[src/rtl/spi_reg_sender_pkg.sv]
// Shared definitions for the raybox register SPI link: command codes, payload widths,
// FSM state encoding and the command-to-length table used by both ends of the link.
package spi_reg_sender_pkg;

    localparam int SPI_CMD_BITS = 4;
    localparam int DATA_BITS    = 24;
    localparam int FRAME_BITS   = SPI_CMD_BITS + DATA_BITS;
    localparam int CNT_BITS     = 5;
    localparam int TIMER_BITS   = 8;

    localparam logic [3:0] CMD_SKY     = 4'd0;
    localparam logic [3:0] CMD_FLOOR   = 4'd1;
    localparam logic [3:0] CMD_LEAK    = 4'd2;
    localparam logic [3:0] CMD_OTHER   = 4'd3;
    localparam logic [3:0] CMD_VSHIFT  = 4'd4;
    localparam logic [3:0] CMD_VINF    = 4'd5;
    localparam logic [3:0] CMD_MAPD    = 4'd6;
    localparam logic [3:0] CMD_TEXADD0 = 4'd7;
    localparam logic [3:0] CMD_TEXADD1 = 4'd8;
    localparam logic [3:0] CMD_TEXADD2 = 4'd9;
    localparam logic [3:0] CMD_TEXADD3 = 4'd10;

    localparam logic [4:0] LEN_COLOR   = 5'd6;
    localparam logic [4:0] LEN_OTHER   = 5'd12;
    localparam logic [4:0] LEN_VINF    = 5'd1;
    localparam logic [4:0] LEN_MAPD    = 5'd16;
    localparam logic [4:0] LEN_TEXADD  = 5'd24;
    localparam logic [4:0] LEN_DEFAULT = 5'd1;

    typedef enum logic [2:0] {
        ST_IDLE,
        ST_LEAD,
        ST_HIGH,
        ST_LOW,
        ST_TRAIL,
        ST_GAP
    } state_t;

    // Undefined codes fall back to 1 bit, matching the receiver's default.
    function automatic logic [4:0] spi_len(input logic [3:0] cmd);
        case (cmd)
            CMD_SKY, CMD_FLOOR, CMD_LEAK:             spi_len = LEN_COLOR;
            CMD_OTHER:                                spi_len = LEN_OTHER;
            CMD_VSHIFT:                               spi_len = LEN_COLOR;
            CMD_VINF:                                 spi_len = LEN_VINF;
            CMD_MAPD:                                 spi_len = LEN_MAPD;
            CMD_TEXADD0, CMD_TEXADD1,
            CMD_TEXADD2, CMD_TEXADD3:                 spi_len = LEN_TEXADD;
            default:                                  spi_len = LEN_DEFAULT;
        endcase
    endfunction

endpackage

[src/rtl/spi_reg_sender_if.sv]
// Command handshake between a host and the SPI register sender.
interface spi_reg_sender_if;
    import spi_reg_sender_pkg::*;

    logic                    cmd_valid;
    logic                    cmd_ready;
    logic [SPI_CMD_BITS-1:0] cmd;
    logic [DATA_BITS-1:0]    data;
    logic                    busy;
    logic                    done;

    modport master (output cmd_valid, cmd, data, input cmd_ready, busy, done);
    modport slave  (input cmd_valid, cmd, data, output cmd_ready, busy, done);

endinterface

[src/rtl/spi_reg_sender_phase_timer.sv]
// Loadable down-counter; phase_end is high while the count sits at zero.
module spi_reg_sender_phase_timer #(
    parameter int W = 8
) (
    input  logic         clk,
    input  logic         reset_n,
    input  logic         load,
    input  logic [W-1:0] value,
    output logic [W-1:0] count,
    output logic         phase_end
);

    always_ff @(posedge clk) begin
        if (!reset_n)
            count <= '0;
        else if (load)
            count <= value;
        else if (count != '0)
            count <= count - 1'b1;
    end

    assign phase_end = (count == '0);

endmodule

[src/rtl/spi_reg_sender.sv]
// SPI mode-0 master sending one {cmd, payload} register frame per accepted command.
//
//   state | meaning
//   IDLE  | ss_n high, cmd_ready high, waiting for cmd_valid
//   LEAD  | ss_n low, sclk low, first bit on mosi
//   HIGH  | sclk high, receiver samples mosi
//   LOW   | sclk low, next bit presented on mosi
//   TRAIL | sclk low after the last bit, mosi held
//   GAP   | ss_n high before the next accept, done on the last cycle
module spi_reg_sender
    import spi_reg_sender_pkg::*;
#(
    parameter int HALF_PERIOD = 4,
    parameter int GAP_CYCLES  = 4
) (
    input  logic             clk,
    input  logic             reset_n,
    spi_reg_sender_if.slave  bus,
    output logic             o_sclk,
    output logic             o_ss_n,
    output logic             o_mosi
);

    localparam logic [TIMER_BITS-1:0] HALF_LOAD = TIMER_BITS'(HALF_PERIOD - 1);
    localparam logic [TIMER_BITS-1:0] GAP_LOAD  = TIMER_BITS'(GAP_CYCLES - 1);

    state_t                  state, state_next;
    logic [FRAME_BITS-1:0]   shreg, shreg_next;
    logic [CNT_BITS-1:0]     bits_left, bits_next;
    logic                    sclk_next, ss_n_next, mosi_next, done_next;
    logic                    t_load, phase_end;
    logic [TIMER_BITS-1:0]   t_value, t_count;
    logic [4:0]              len, shamt;
    logic [DATA_BITS-1:0]    data_aligned;

    assign len          = spi_len(bus.cmd);
    assign shamt        = 5'(DATA_BITS) - len;
    assign data_aligned = bus.data << shamt;

    spi_reg_sender_phase_timer #(.W(TIMER_BITS)) u_timer (
        .clk       (clk),
        .reset_n   (reset_n),
        .load      (t_load),
        .value     (t_value),
        .count     (t_count),
        .phase_end (phase_end)
    );

    always_comb begin
        state_next = state;
        shreg_next = shreg;
        bits_next  = bits_left;
        sclk_next  = o_sclk;
        ss_n_next  = o_ss_n;
        mosi_next  = o_mosi;
        done_next  = 1'b0;
        t_load     = 1'b0;
        t_value    = HALF_LOAD;
        unique case (state)
            ST_IDLE: begin
                if (bus.cmd_valid) begin
                    state_next = ST_LEAD;
                    shreg_next = {bus.cmd, data_aligned};
                    bits_next  = 5'(SPI_CMD_BITS) + len;
                    ss_n_next  = 1'b0;
                    sclk_next  = 1'b0;
                    mosi_next  = bus.cmd[3];
                    t_load     = 1'b1;
                end
            end
            ST_LEAD, ST_LOW: begin
                if (phase_end) begin
                    state_next = ST_HIGH;
                    sclk_next  = 1'b1;
                    t_load     = 1'b1;
                end
            end
            ST_HIGH: begin
                if (phase_end) begin
                    sclk_next = 1'b0;
                    t_load    = 1'b1;
                    if (bits_left > 5'd1) begin
                        state_next = ST_LOW;
                        // Rotation rather than plain shift; bits past the frame end are never sent.
                        shreg_next = {shreg[FRAME_BITS-2:0], shreg[FRAME_BITS-1]};
                        mosi_next  = shreg[FRAME_BITS-2];
                        bits_next  = bits_left - 5'd1;
                    end else begin
                        state_next = ST_TRAIL;
                    end
                end
            end
            ST_TRAIL: begin
                if (phase_end) begin
                    state_next = ST_GAP;
                    ss_n_next  = 1'b1;
                    mosi_next  = 1'b0;
                    t_load     = 1'b1;
                    t_value    = GAP_LOAD;
                end
            end
            ST_GAP: begin
                done_next = (t_count == TIMER_BITS'(1));
                if (phase_end)
                    state_next = ST_IDLE;
            end
            default: state_next = ST_IDLE;
        endcase
    end

    always_ff @(posedge clk) begin
        if (!reset_n) begin
            state         <= ST_IDLE;
            shreg         <= '0;
            bits_left     <= '0;
            o_sclk        <= 1'b0;
            o_ss_n        <= 1'b1;
            o_mosi        <= 1'b0;
            bus.busy      <= 1'b0;
            bus.done      <= 1'b0;
            bus.cmd_ready <= 1'b1;
        end else begin
            state         <= state_next;
            shreg         <= shreg_next;
            bits_left     <= bits_next;
            o_sclk        <= sclk_next;
            o_ss_n        <= ss_n_next;
            o_mosi        <= mosi_next;
            bus.busy      <= (state_next != ST_IDLE);
            bus.done      <= done_next;
            bus.cmd_ready <= (state_next == ST_IDLE);
        end
    end

endmodule
[src/flat_wrapper.sv]
// flat-port wrapper written by rule: the top's interface ports become plain ports
module spi_reg_sender_flat import spi_reg_sender_pkg::*;
#(
    parameter int HALF_PERIOD = 4,
    parameter int GAP_CYCLES  = 4
)
  (clk, reset_n, o_sclk, o_ss_n, o_mosi, bus_cmd_valid, bus_cmd, bus_data, bus_cmd_ready, bus_busy, bus_done);
  spi_reg_sender_if bus_i ();
  input  logic clk;
  input  logic reset_n;
  output logic o_sclk;
  output logic o_ss_n;
  output logic o_mosi;
  input wire logic [$bits(bus_i.cmd_valid)-1:0] bus_cmd_valid;
  input wire logic [$bits(bus_i.cmd)-1:0] bus_cmd;
  input wire logic [$bits(bus_i.data)-1:0] bus_data;
  output wire logic [$bits(bus_i.cmd_ready)-1:0] bus_cmd_ready;
  output wire logic [$bits(bus_i.busy)-1:0] bus_busy;
  output wire logic [$bits(bus_i.done)-1:0] bus_done;
  assign bus_i.cmd_valid = bus_cmd_valid;
  assign bus_i.cmd = bus_cmd;
  assign bus_i.data = bus_data;
  assign bus_cmd_ready = bus_i.cmd_ready;
  assign bus_busy = bus_i.busy;
  assign bus_done = bus_i.done;
  spi_reg_sender #(.HALF_PERIOD(HALF_PERIOD), .GAP_CYCLES(GAP_CYCLES)) u_core (.clk(clk), .reset_n(reset_n), .bus(bus_i), .o_sclk(o_sclk), .o_ss_n(o_ss_n), .o_mosi(o_mosi));
endmodule
[config.mk]
export PLATFORM = sky130hd
export DESIGN_NAME = spi_reg_sender_flat
export DESIGN_NICKNAME = d
export VERILOG_FILES = /design/src/rtl/spi_reg_sender_pkg.sv /design/src/rtl/spi_reg_sender_if.sv /design/src/rtl/spi_reg_sender_phase_timer.sv /design/src/rtl/spi_reg_sender.sv /design/src/flat_wrapper.sv
export SDC_FILE = /design/constraint.sdc
export NUM_CORES = 1
export LEC_CHECK = 0
export BUFFER_PORTS_ARGS = -buffer_cell sky130_fd_sc_hd__buf_2
export CORE_AREA = 2 2 98 100
export DETAILED_ROUTE_END_ITERATION = 16
export DIE_AREA = 0 0 100 102
export PLACE_DENSITY_LB_ADDON = 0.3
export SYNTH_ARGS = -nofsm -noshare
export SYNTH_HDL_FRONTEND = slang
export SYNTH_SLANG_ARGS = --single-unit
[constraint.sdc]
create_clock -name clk -period 8.28 [get_ports clk]
set_input_delay 0.828 -clock clk [delete_from_list [all_inputs] [get_ports clk]]
set_output_delay 0.828 -clock clk [all_outputs]
set_load 0.02 [all_outputs]
; ---- After elaboration in Yosys (flattened, before gate mapping)
; Memory sizes are Yosys's and may differ from the RTL's.
; Cells that the tools add are included.
[classes]
addsub = 4
order_cmp = 1
n_eq_ne = 11
n_shift = 1
muxes = 29
n_bitwise = 1
n_reduce_logical = 18
[ops]
columns = cell, count
row1 = two-way mux 28 bit, 3
row2 = case mux 28 bit (2 select lines), 1
row3 = << shifter 24 x 5 -> 24 bit, 1
row4 = two-way mux 3 bit, 6
row5 = two-way mux 5 bit, 3
row6 = case mux 3 bit (5 select lines), 1
row7 = case mux 5 bit (2 select lines), 1
row8 = nonzero test 3 bit, 3
row9 = == test 8 x 1 -> 1 bit (second input constant), 1
row10 = logical NOT 8 bit, 1
row11 = two-way mux 1 bit, 8
row12 = != test 2 x 1 -> 1 bit (second input constant), 4
row13 = AND reduction 4 bit, 2
row14 = nonzero test 8 bit, 1
row15 = subtractor 8 x 1 -> 8 bit (second input constant), 1
row16 = == test 3 x 2 -> 1 bit (second input constant), 2
row17 = == test 3 bit (second input constant), 2
row18 = logical NOT 3 bit, 2
row19 = case mux 1 bit (3 select lines), 2
row20 = nonzero test 2 bit, 3
row21 = adder 3 x 5 -> 5 bit (first input constant), 1
row22 = greater-than comparator 5 x 1 -> 1 bit (second input constant), 1
row23 = AND reduction 5 bit, 1
row24 = subtractor 5 x 1 -> 5 bit (second input constant), 1
row25 = 10 further kinds, 13
[totals]
reg_bits = 50
rom_bits = 80
output_inout_bits = 6
mem_count = 1
[mem_list]
columns = memory, depth, word_bits, rd, rd_ports_with_merged_regs, write_ports, line_no
row1 = (name not given), 16, 5, 1, 0, 0, spi_reg_sender_pkg.sv:41  ; case (cmd)

; ---- Depth between registers and ports, before layout
; Gate-level depths: netlist of the first run.
[depth]
word_depth = 5
mapped_depth = 15
ltp_nobuf = 11

; ---- Hierarchy
; A second synthesis of the first run with hierarchy kept.
[unflattened]
hier_cells = 459
area_unflattened_um2 = 3733.6
[modules_own_cells]
columns = mod, n_inst, cells_per_inst, area_per_inst_um2, seq_area_each_um2
row1 = spi_reg_sender, 1, 408, 3275.6, 840.8
row2 = spi_reg_sender_phase_timer, 1, 51, 457.9, 160.2

; ---- Worst setup path after synthesis of the first run
; No wires, ideal clock.
[synth_timing]
path_kind = input-to-reg
startpoint = input bus_cmd[1]
endpoint = register u_core.shreg[22]
setup_ps = 74
t_arrival_ps = 3610
required_time_ps = 8206
slack_ps = 4596
stages = 13
path_buffers = 3
path_cell_list = buf_6 nand2b_4 a21oi_2 buf_6 clkinv_2 clkbuf_1 ha_1 or2_1 o211ai_4 mux2_4 a222oi_1 or3b_1 a31oi_1
[synth_between]
elab_chain_len = 5
[synth_lines]
columns = element, line_no
row1 = "start, declared", flat_wrapper.sv:15  ; input wire logic [$bits(bus_i.cmd)-1:0] bus_cmd;
row2 = memory (16 x 5 bit), --
row3 = subtractor 5 bit, spi_reg_sender.sv:37  ; assign shamt = 5'(DATA_BITS) - len;
row4 = << shifter 24 x 5 -> 24 bit, spi_reg_sender.sv:38  ; assign data_aligned = bus.data << shamt;
row5 = two-way mux 28 bit, spi_reg_sender.sv:61  ; if (bus.cmd_valid) begin
row6 = case mux 28 bit (2 select lines), spi_reg_sender.sv:59  ; unique case (state)
row7 = "end signal, assigned", spi_reg_sender.sv:124  ; shreg <= shreg_next;
row8 = "end, declared", spi_reg_sender.sv:28  ; logic [FRAME_BITS-1:0] shreg, shreg_next;
; Every way passes these cells. The select of a mux whose other input is x is not followed.
; A chain may end at the register's enable or synchronous reset.

; ---- Final worst setup path of the first run
[layout_timing]
startpoint = input bus_cmd[3]
endpoint = register u_core.shreg[21]
; The elaborated chain is that of the path after synthesis.

==> reports/qor.txt, run 1 <==
P per Cell Area -> 275 nW/µm²
EDFF count, synth -> 0
chip height -> 102 µm
FF-to-FF Start -> u_core.u_timer.count[5]
cell family with most CP delay -> compound AO/OA/AOI/OAI gates
sw power -> 0.463 mW
Clk pwr share -> 0.136
R2R setup slack -> 5.37 ns
finished layout cell area -> 3840 µm²
FF-to-FF End -> u_core.shreg[12]
Avg Cell Area, Syn -> 7.97 µm²
I/O pin total -> 37
Critical Path End Type -> flop
Leak Pwr -> 1.58 nW
critical path fanouts, max -> 36
CTS tree -> built
Ys Warns -> 0
Cell Area, Synth -> 3560 µm²
drt wl/cell -> 16.1 µm
Final Skew -> 0.00769 ns
Max Buffers Root-to-Sink -> 2
worst reg-to-reg path cell count -> 8
clock buffer count from CTS -> 5
actual slew at the worst max-slew pin -> 1.15 ns
register area share after synthesis -> 0.281
Starting Density -> 0.391
number of port buffers -> 36
global-route usage over all layers -> 0.183
Root Driver -> clkbuf_8
Die W -> 100 µm
worst-case hold path end point -> u_core.shreg[17]
grt ovf -> 0
RSZ-0062 raised after global routing -> no
top post-synthesis cells by area -> dfxtp_1 (28%), mux2i_1 (7.0%), nor2_1 (5.6%)
#FFs+latches synth -> 50
logic gate share of total power -> 0.507
Hold Startpoint -> u_core.shreg[17]
syn nets -> 485
layout cells sized above 1 -> 0.158
WP data required -> 8.51 ns
status -> complete, no violations
Initial DRC Count -> 215
Critical Path AT -> 4.88 ns
crit-path max cell delay -> 1.20 ns
sw frac -> 0.439
Max Cap Viol -> 0
vias in the first global route -> 3,064
Fin Hold WS -> 0.472 ns
CTS Hold Buffers Added -> 0
Primary FF master, synth -> dfxtp_1
clk_lat worst skew -> 0.30 ns
placed wire-length estimate -> 6.61 mm
final setup vio count -> 0
DRC viols -> 0
Hold Crit Depth -> 2
Reg power frac -> 0.358
Post-CTS Setup Repair Bufs -> 0
core area -> 9110 µm²
first-pass GRT wire length -> 15.2 mm
# diodes -> 0
DR vias/cell -> 5.92
Routed WL -> 9.22 mm
area delta synth->final -> 7.73%
Synth async-reset ratio -> 0
cell taking the most area after synthesis -> dfxtp_1
Yosys cell types -> 67
Placer Congestion -> 0.908
antenna-violating nets left -> 0
Crit Path Class -> in -> reg
Setup TNS -> 0 ns
startpoint type of the worst setup path -> primary input
crit-path cells -> buf_2 -> inv_1 -> a21oi_2 -> clkinv_2 -> ha_1 -> nand2_1 -> o22ai_2 -> or3b_1 -> a31oi_1
Fmax -> 0.215 GHz
Slew Viols, Final -> 0
CP Buf/Inv Count -> 3
H-tree depth -> 2
Yosys top cell area share -> 0.281
CTS sink count -> 50
die area -> 10,200 µm²
antenna violations before repair -> 0
internal power -> 0.592 mW
TritonRoute pass-1 iters -> 5
Slew headroom -> 0.231
Final Hold Viols -> 0
number of gates resized after cts -> 0
min Tclk post-route -> 4.65 ns
Final nets -> 498
vias post-DR -> 3,385
FP Rows -> 35
fin crit share -> 0.562
Synth Instances -> 447
Worst path slowest cell -> ha_1
maximum VDD drop -> 0.000120 V
Reg clk slew, reported paths -> 0.09 ns
largest net degree at the start of global routing -> 48
Hold Path Class -> reg -> reg
placed inst area -> 3750 µm²
[per-stage QoR]
| step | std cells | worst slack (ns) | utilization | power, mW |
|---|---|---|---|---|
| after floorplan | 447 | 4.60 | - | 0.797 |
| after CTS | 572 | 3.63 | 0.421 | 1.06 |
| final | 572 | 3.63 | 0.421 | 1.06 |
| after detailed placement | 564 | 3.34 | 0.412 | 0.913 |
| after global routing | 572 | 3.29 | 0.421 | 1.15 |
| after global placement | 564 | 3.43 | 0.412 | 0.907 |
[flip-flops by register name, indices dropped and copies added, names as in the netlist, 3 cells and up]
register,flops
u_core.u_timer.count,8
u_core.shreg,28
u_core.state,3
u_core.bits_left,5
[tightest hold or removal path: cells and delay by family (launching register included)]
family	cells	cell delay, ns
flip-flops	1	0.32
AND/OR/NAND/NOR	1	0.06
AO/OA/AOI/OAI	1	0.05
[how the worst max path moves through the flow]
stage,startpoint,endpoint,slack [ns],cells past startpoint
6_report,bus_cmd[3],u_core.shreg[21],3.63,9
3_3_place_gp,bus_cmd[3],u_core.shreg[22],3.43,11
4_1_cts,bus_cmd[3],u_core.shreg[22],3.63,11
5_1_grt,bus_cmd[3],u_core.shreg[22],3.29,11
3_5_place_dp,bus_cmd[3],u_core.shreg[22],3.34,11
2_1_floorplan,bus_cmd[1],u_core.shreg[22],4.60,13
[routing by layer]
layer	vias up	GRT usage	share of wire
met5	-	0	0
met2	95	0.309	0.47
li1	1678	-	-
met1	1600	0.247	0.47
met3	12	0.0308	0.050
met4	0	0.0411	0.014
[cell type report]
cell class	instances	area (µm²)
fillers	935	5270
multi-input cells	355	2370
flip-flops and latches	50	1000
repair buffers	39	203
well taps	111	139
clock buffers	6	72.6
inverters	9	35.0
clock inverters	2	13.8
[power groups by stage]
stage	Sequential, mW	Combinational (mW)	Clock [mW]
finish	0.378	0.534	0.143
global placement	0.380	0.527	0
CTS	0.377	0.534	0.146
detailed placement	0.381	0.532	0
floorplan	0.372	0.425	0
global route	0.389	0.605	0.158
[cells in the mapped netlist, types with 5 or more instances]
| cell type | count |
|---|---|
| a21oi_1 | 30 |
| a221oi_1 | 11 |
| a31oi_1 | 6 |
| buf_2 | 8 |
| clkbuf_1 | 22 |
| dfxtp_1 | 50 |
| ha_1 | 7 |
| inv_1 | 8 |
| mux2_2 | 7 |
| mux2i_1 | 25 |
| nand2_1 | 38 |
| nand2b_1 | 6 |
| nand3_1 | 16 |
| nor2_1 | 53 |
| nor2b_1 | 6 |
| o211a_1 | 8 |
| o211ai_1 | 5 |
| o21a_1 | 7 |
| o21ai_0 | 39 |
| xnor2_1 | 5 |
[cell usage in the layout, fill, tap and decap left out, drive strengths merged, types with 4 or more instances in the layout]
| master | instances |
|---|---|
| a21oi | 32 |
| a221oi | 11 |
| a22o | 4 |
| a2bb2oi | 4 |
| a31oi | 6 |
| and3 | 4 |
| buf | 39 |
| clkbuf | 6 |
| dfxtp | 50 |
| ha | 7 |
| inv | 8 |
| mux2 | 9 |
| mux2i | 25 |
| mux4 | 4 |
| nand2 | 38 |
| nand2b | 7 |
| nand3 | 16 |
| nor2 | 53 |
| nor2b | 6 |
| nor3 | 5 |
| o211a | 8 |
| o211ai | 7 |
| o21a | 8 |
| o21ai | 42 |
| o221ai | 4 |
| o22ai | 5 |
| o31ai | 4 |
| xnor2 | 5 |
[cells by family (layout without fill, tap and decap cells)]
kind of cell             Yosys count  after routing  synth area share
AO/OA/AOI/OAI                    157            157             0.306
XOR/XNOR                           6              6            0.0148
adder cells (fa/ha/maj)            7              7            0.0246
buffers and inverters             42             56            0.0527
flip-flops                        50             50             0.281
multiplexers                      38             38             0.126
AND/OR/NAND/NOR                  147            147             0.194
No activity file was read; power rests on OpenSTA's default activity.
==> run 2: changes to the inputs <==
--- a/config.mk
+++ b/config.mk
@@ -5,10 +5,11 @@
 export SDC_FILE = /design/constraint.sdc
 export NUM_CORES = 1
 export LEC_CHECK = 0
+export ABC_AREA = 1
 export BUFFER_PORTS_ARGS = -buffer_cell sky130_fd_sc_hd__buf_2
-export CORE_AREA = 2 2 98 100
+export CORE_AREA = 2 2 100 102
 export DETAILED_ROUTE_END_ITERATION = 16
-export DIE_AREA = 0 0 100 102
+export DIE_AREA = 0 0 102 104
 export PLACE_DENSITY_LB_ADDON = 0.3
 export SYNTH_ARGS = -nofsm -noshare
 export SYNTH_HDL_FRONTEND = slang
==> constraint.sdc (replaced) <==
create_clock -name clk -period 4 [get_ports clk]
set_input_delay 0.4 -clock clk [delete_from_list [all_inputs] [get_ports clk]]
set_output_delay 0.4 -clock clk [all_outputs]
set_load 0.02 [all_outputs]
==> reports/qor.txt, run 2 <==
status -> complete, no violations (unchanged)
Reg clk slew, reported paths -> 0.11 ns (was 0.09 ns)
placed wire-length estimate -> 7.21 mm (was 6.61 mm)
Critical Path AT -> 2.85 ns (was 4.88 ns)
Final nets -> 665 (was 498)
vias in the first global route -> 3,617 (was 3,064)
largest net degree at the start of global routing -> 37 (was 48)
Largest Register -> u_core.shreg (unchanged)
min Tclk post-route -> 2.66 ns
Avg Cell Area, Syn -> 6.10 µm² (was 7.97 µm²)
fin crit share -> 0.665
number of gates resized after cts -> 0 (unchanged)
DR vias/cell -> 5.26 (was 5.92)
Yosys cell types -> 33 (was 67)
Post-CTS Setup Repair Bufs -> 0 (unchanged)
final setup vio count -> 0 (unchanged)
top flop regs -> u_core.shreg (28), u_core.u_timer.count (8), u_core.bits_left (5) (unchanged)
Synth async-reset ratio -> 0 (unchanged)
Root Driver -> clkbuf_8 (unchanged)
CTS sink count -> 50 (unchanged)
Hold Path Class -> in -> reg (was reg -> reg)
Setup TNS -> 0 ns (unchanged)
Starting Density -> 0.392 (was 0.391)
Max Cap Viol -> 0 (unchanged)
CTS Hold Buffers Added -> 0 (unchanged)
#FFs+latches synth -> 50 (unchanged)
register area share after synthesis -> 0.268 (was 0.281)
Yosys top cell area share -> 0.268 (was 0.281)
Crit Path Class -> reg -> reg (was in -> reg)
clock buffer count from CTS -> 5 (unchanged)
vias post-DR -> 4,002 (was 3,385)
RSZ-0062 raised after global routing -> no (unchanged)
Die W -> 102 µm (was 100 µm)
chip height -> 104 µm (was 102 µm)
Final Hold Viols -> 0 (unchanged)
Synth Instances -> 613 (was 447)
grt ovf -> 0 (unchanged)
TritonRoute pass-1 iters -> 6 (was 5)
FP Rows -> 36 (was 35)
area delta synth->final -> 8.27% (was 7.73%)
Largest register FFs -> 28 (unchanged)
maximum VDD drop -> 0.000271 V (was 0.000120 V)
top post-synthesis cells by area -> dfxtp_1 (27%), nand3_1 (16%), nand2_1 (14%) (was dfxtp_1 (28%), mux2i_1 (7.0%), nor2_1 (5.6%))
P per Cell Area -> 606 nW/µm² (was 275 nW/µm²)
Routed WL -> 9.66 mm (was 9.22 mm)
number of port buffers -> 36 (unchanged)
Initial DRC Count -> 242 (was 215)
layout cells sized above 1 -> 0.123 (was 0.158)
Critical Path End Type -> flop (unchanged)
first-pass GRT wire length -> 16.4 mm (was 15.2 mm)
H-tree depth -> 2 (unchanged)
count leader, synth -> nand2_1 (was nor2_1)
clk_lat worst skew -> 0.31 ns (was 0.30 ns)
global-route usage over all layers -> 0.182 (was 0.183)
Final Skew -> 0.0125 ns (was 0.00769 ns)
Placer Congestion -> 0.864 (was 0.908)
syn nets -> 651 (was 485)
Final Total Pwr -> 2.45 mW (was 1.06 mW)
Ys Warns -> 0 (unchanged)
CTS tree -> built (unchanged)
most frequent cells in the layout -> nand2_1 (138), nand3_1 (122), a21oi_1 (60) (was nor2_1 (53), dfxtp_1 (50), o21ai_0 (39))
DRC viols -> 0 (unchanged)
critical path fanouts, max -> 36 (unchanged)
antenna violations before repair -> 0 (unchanged)
Fmax -> 0.376 GHz
Max Buffers Root-to-Sink -> 2 (unchanged)
I/O pin total -> 37 (unchanged)
Slew Viols, Final -> 0 (unchanged)
Leak Pwr -> 1.94 nW (was 1.58 nW)
die area -> 10,600 µm² (was 10,200 µm²)
antenna-violating nets left -> 0 (unchanged)
startpoint type of the worst setup path -> flop (was primary input)
Slew headroom -> 0.527 (was 0.231)
# diodes -> 0 (unchanged)
drt wl/cell -> 12.7 µm (was 16.1 µm)
cell taking the most area after synthesis -> dfxtp_1 (unchanged)
Primary FF master, synth -> dfxtp_1 (unchanged)
Core Util, Final -> 0.424 (was 0.421)
EDFF count, synth -> 0 (unchanged)
actual slew at the worst max-slew pin -> 0.704 ns (was 1.15 ns)
Cell Area, Synth -> 3740 µm² (was 3560 µm²)
core area -> 9550 µm² (was 9110 µm²)
commonest cells in the synthesized netlist -> nand2_1 (138), nand3_1 (122), a21oi_1 (61) (was nor2_1 (53), dfxtp_1 (50), o21ai_0 (39))
WP data required -> 4.19 ns (was 8.51 ns)
commonest non-fill, non-tap cell in the layout -> nand2_1 (was nor2_1)
-- run 2: layer usage --
| metal | global-route usage | routed length (µm) | vias to the layer above |
|---|---|---|---|
| met5 | 0 | 0 | - |
| met4 | 0.0305 | 131 | 0 |
| met3 | 0.0262 | 311 | 12 |
| met2 | 0.294 | 4430 | 80 |
| met1 | 0.261 | 4800 | 1842 |
| li1 | - | - | 2068 |
-- run 2: cells by family after synthesis --
kind of cell,Yosys count,share of synthesized area
adder cells (fa/ha/maj),7,0.0234
XOR/XNOR,6,0.0141
flip-flops,50,0.268
AND/OR/NAND/NOR,326,0.399
AO/OA/AOI/OAI,125,0.183
buffers and inverters,99,0.113
-- run 2: path summary, 6_finish.rpt --
| path | slack, ns | from | cells past startpoint | end |
|---|---|---|---|---|
| max | 1.34 | u_core.state[2] | 10 | u_core.shreg[0] |
| min | 0.38 | bus_cmd[2] | 3 | u_core.shreg[26] |
| max reg2reg | 1.34 | u_core.state[2] | 10 | u_core.shreg[0] |
| min reg2reg | 0.47 | u_core.shreg[16] | 2 | u_core.shreg[16] |
-- run 2: through the flow --
stage | hold slack [ns] | instances | setup WS [ns] | cell area (µm²)
floorplan | 0.441 | 613 | 1.75 | 3740
global placement | 0.455 | 753 | 1.18 | 3950
detailed placement | 0.458 | 753 | 1.09 | 3950
CTS | 0.383 | 761 | 1.32 | 4050
global route | 0.413 | 761 | 1.06 | 4050
finish | 0.384 | 761 | 1.34 | 4050
-- run 2: critical path: stages, from the launching register on --
cell	delay, ns
dfxtp_1	0.36
nor2_1	0.17
inv_2	0.08
nor2_8	0.40
inv_2	0.31
a21oi_2	0.22
nand2_1	0.09
nand2_2	0.23
inv_2	0.28
a21oi_1	0.27
a21oi_1	0.10
-- run 2: final cells by class --
| type | instances | area (µm²) |
|---|---|---|
| sequential | 50 | 1000 |
| clock inverter | 3 | 28.8 |
| fill | 1066 | 5500 |
| multi-input combinational | 464 | 2320 |
| clock buffer | 5 | 68.8 |
| tap | 133 | 166 |
| inverter | 65 | 246 |
| timing repair buffer | 41 | 218 |
-- run 2: power by group --
part           internal (mW)  switching, mW
Sequential             0.684          0.107
Clock                  0.131          0.186
Combinational          0.434          0.909
Total                   1.25           1.20
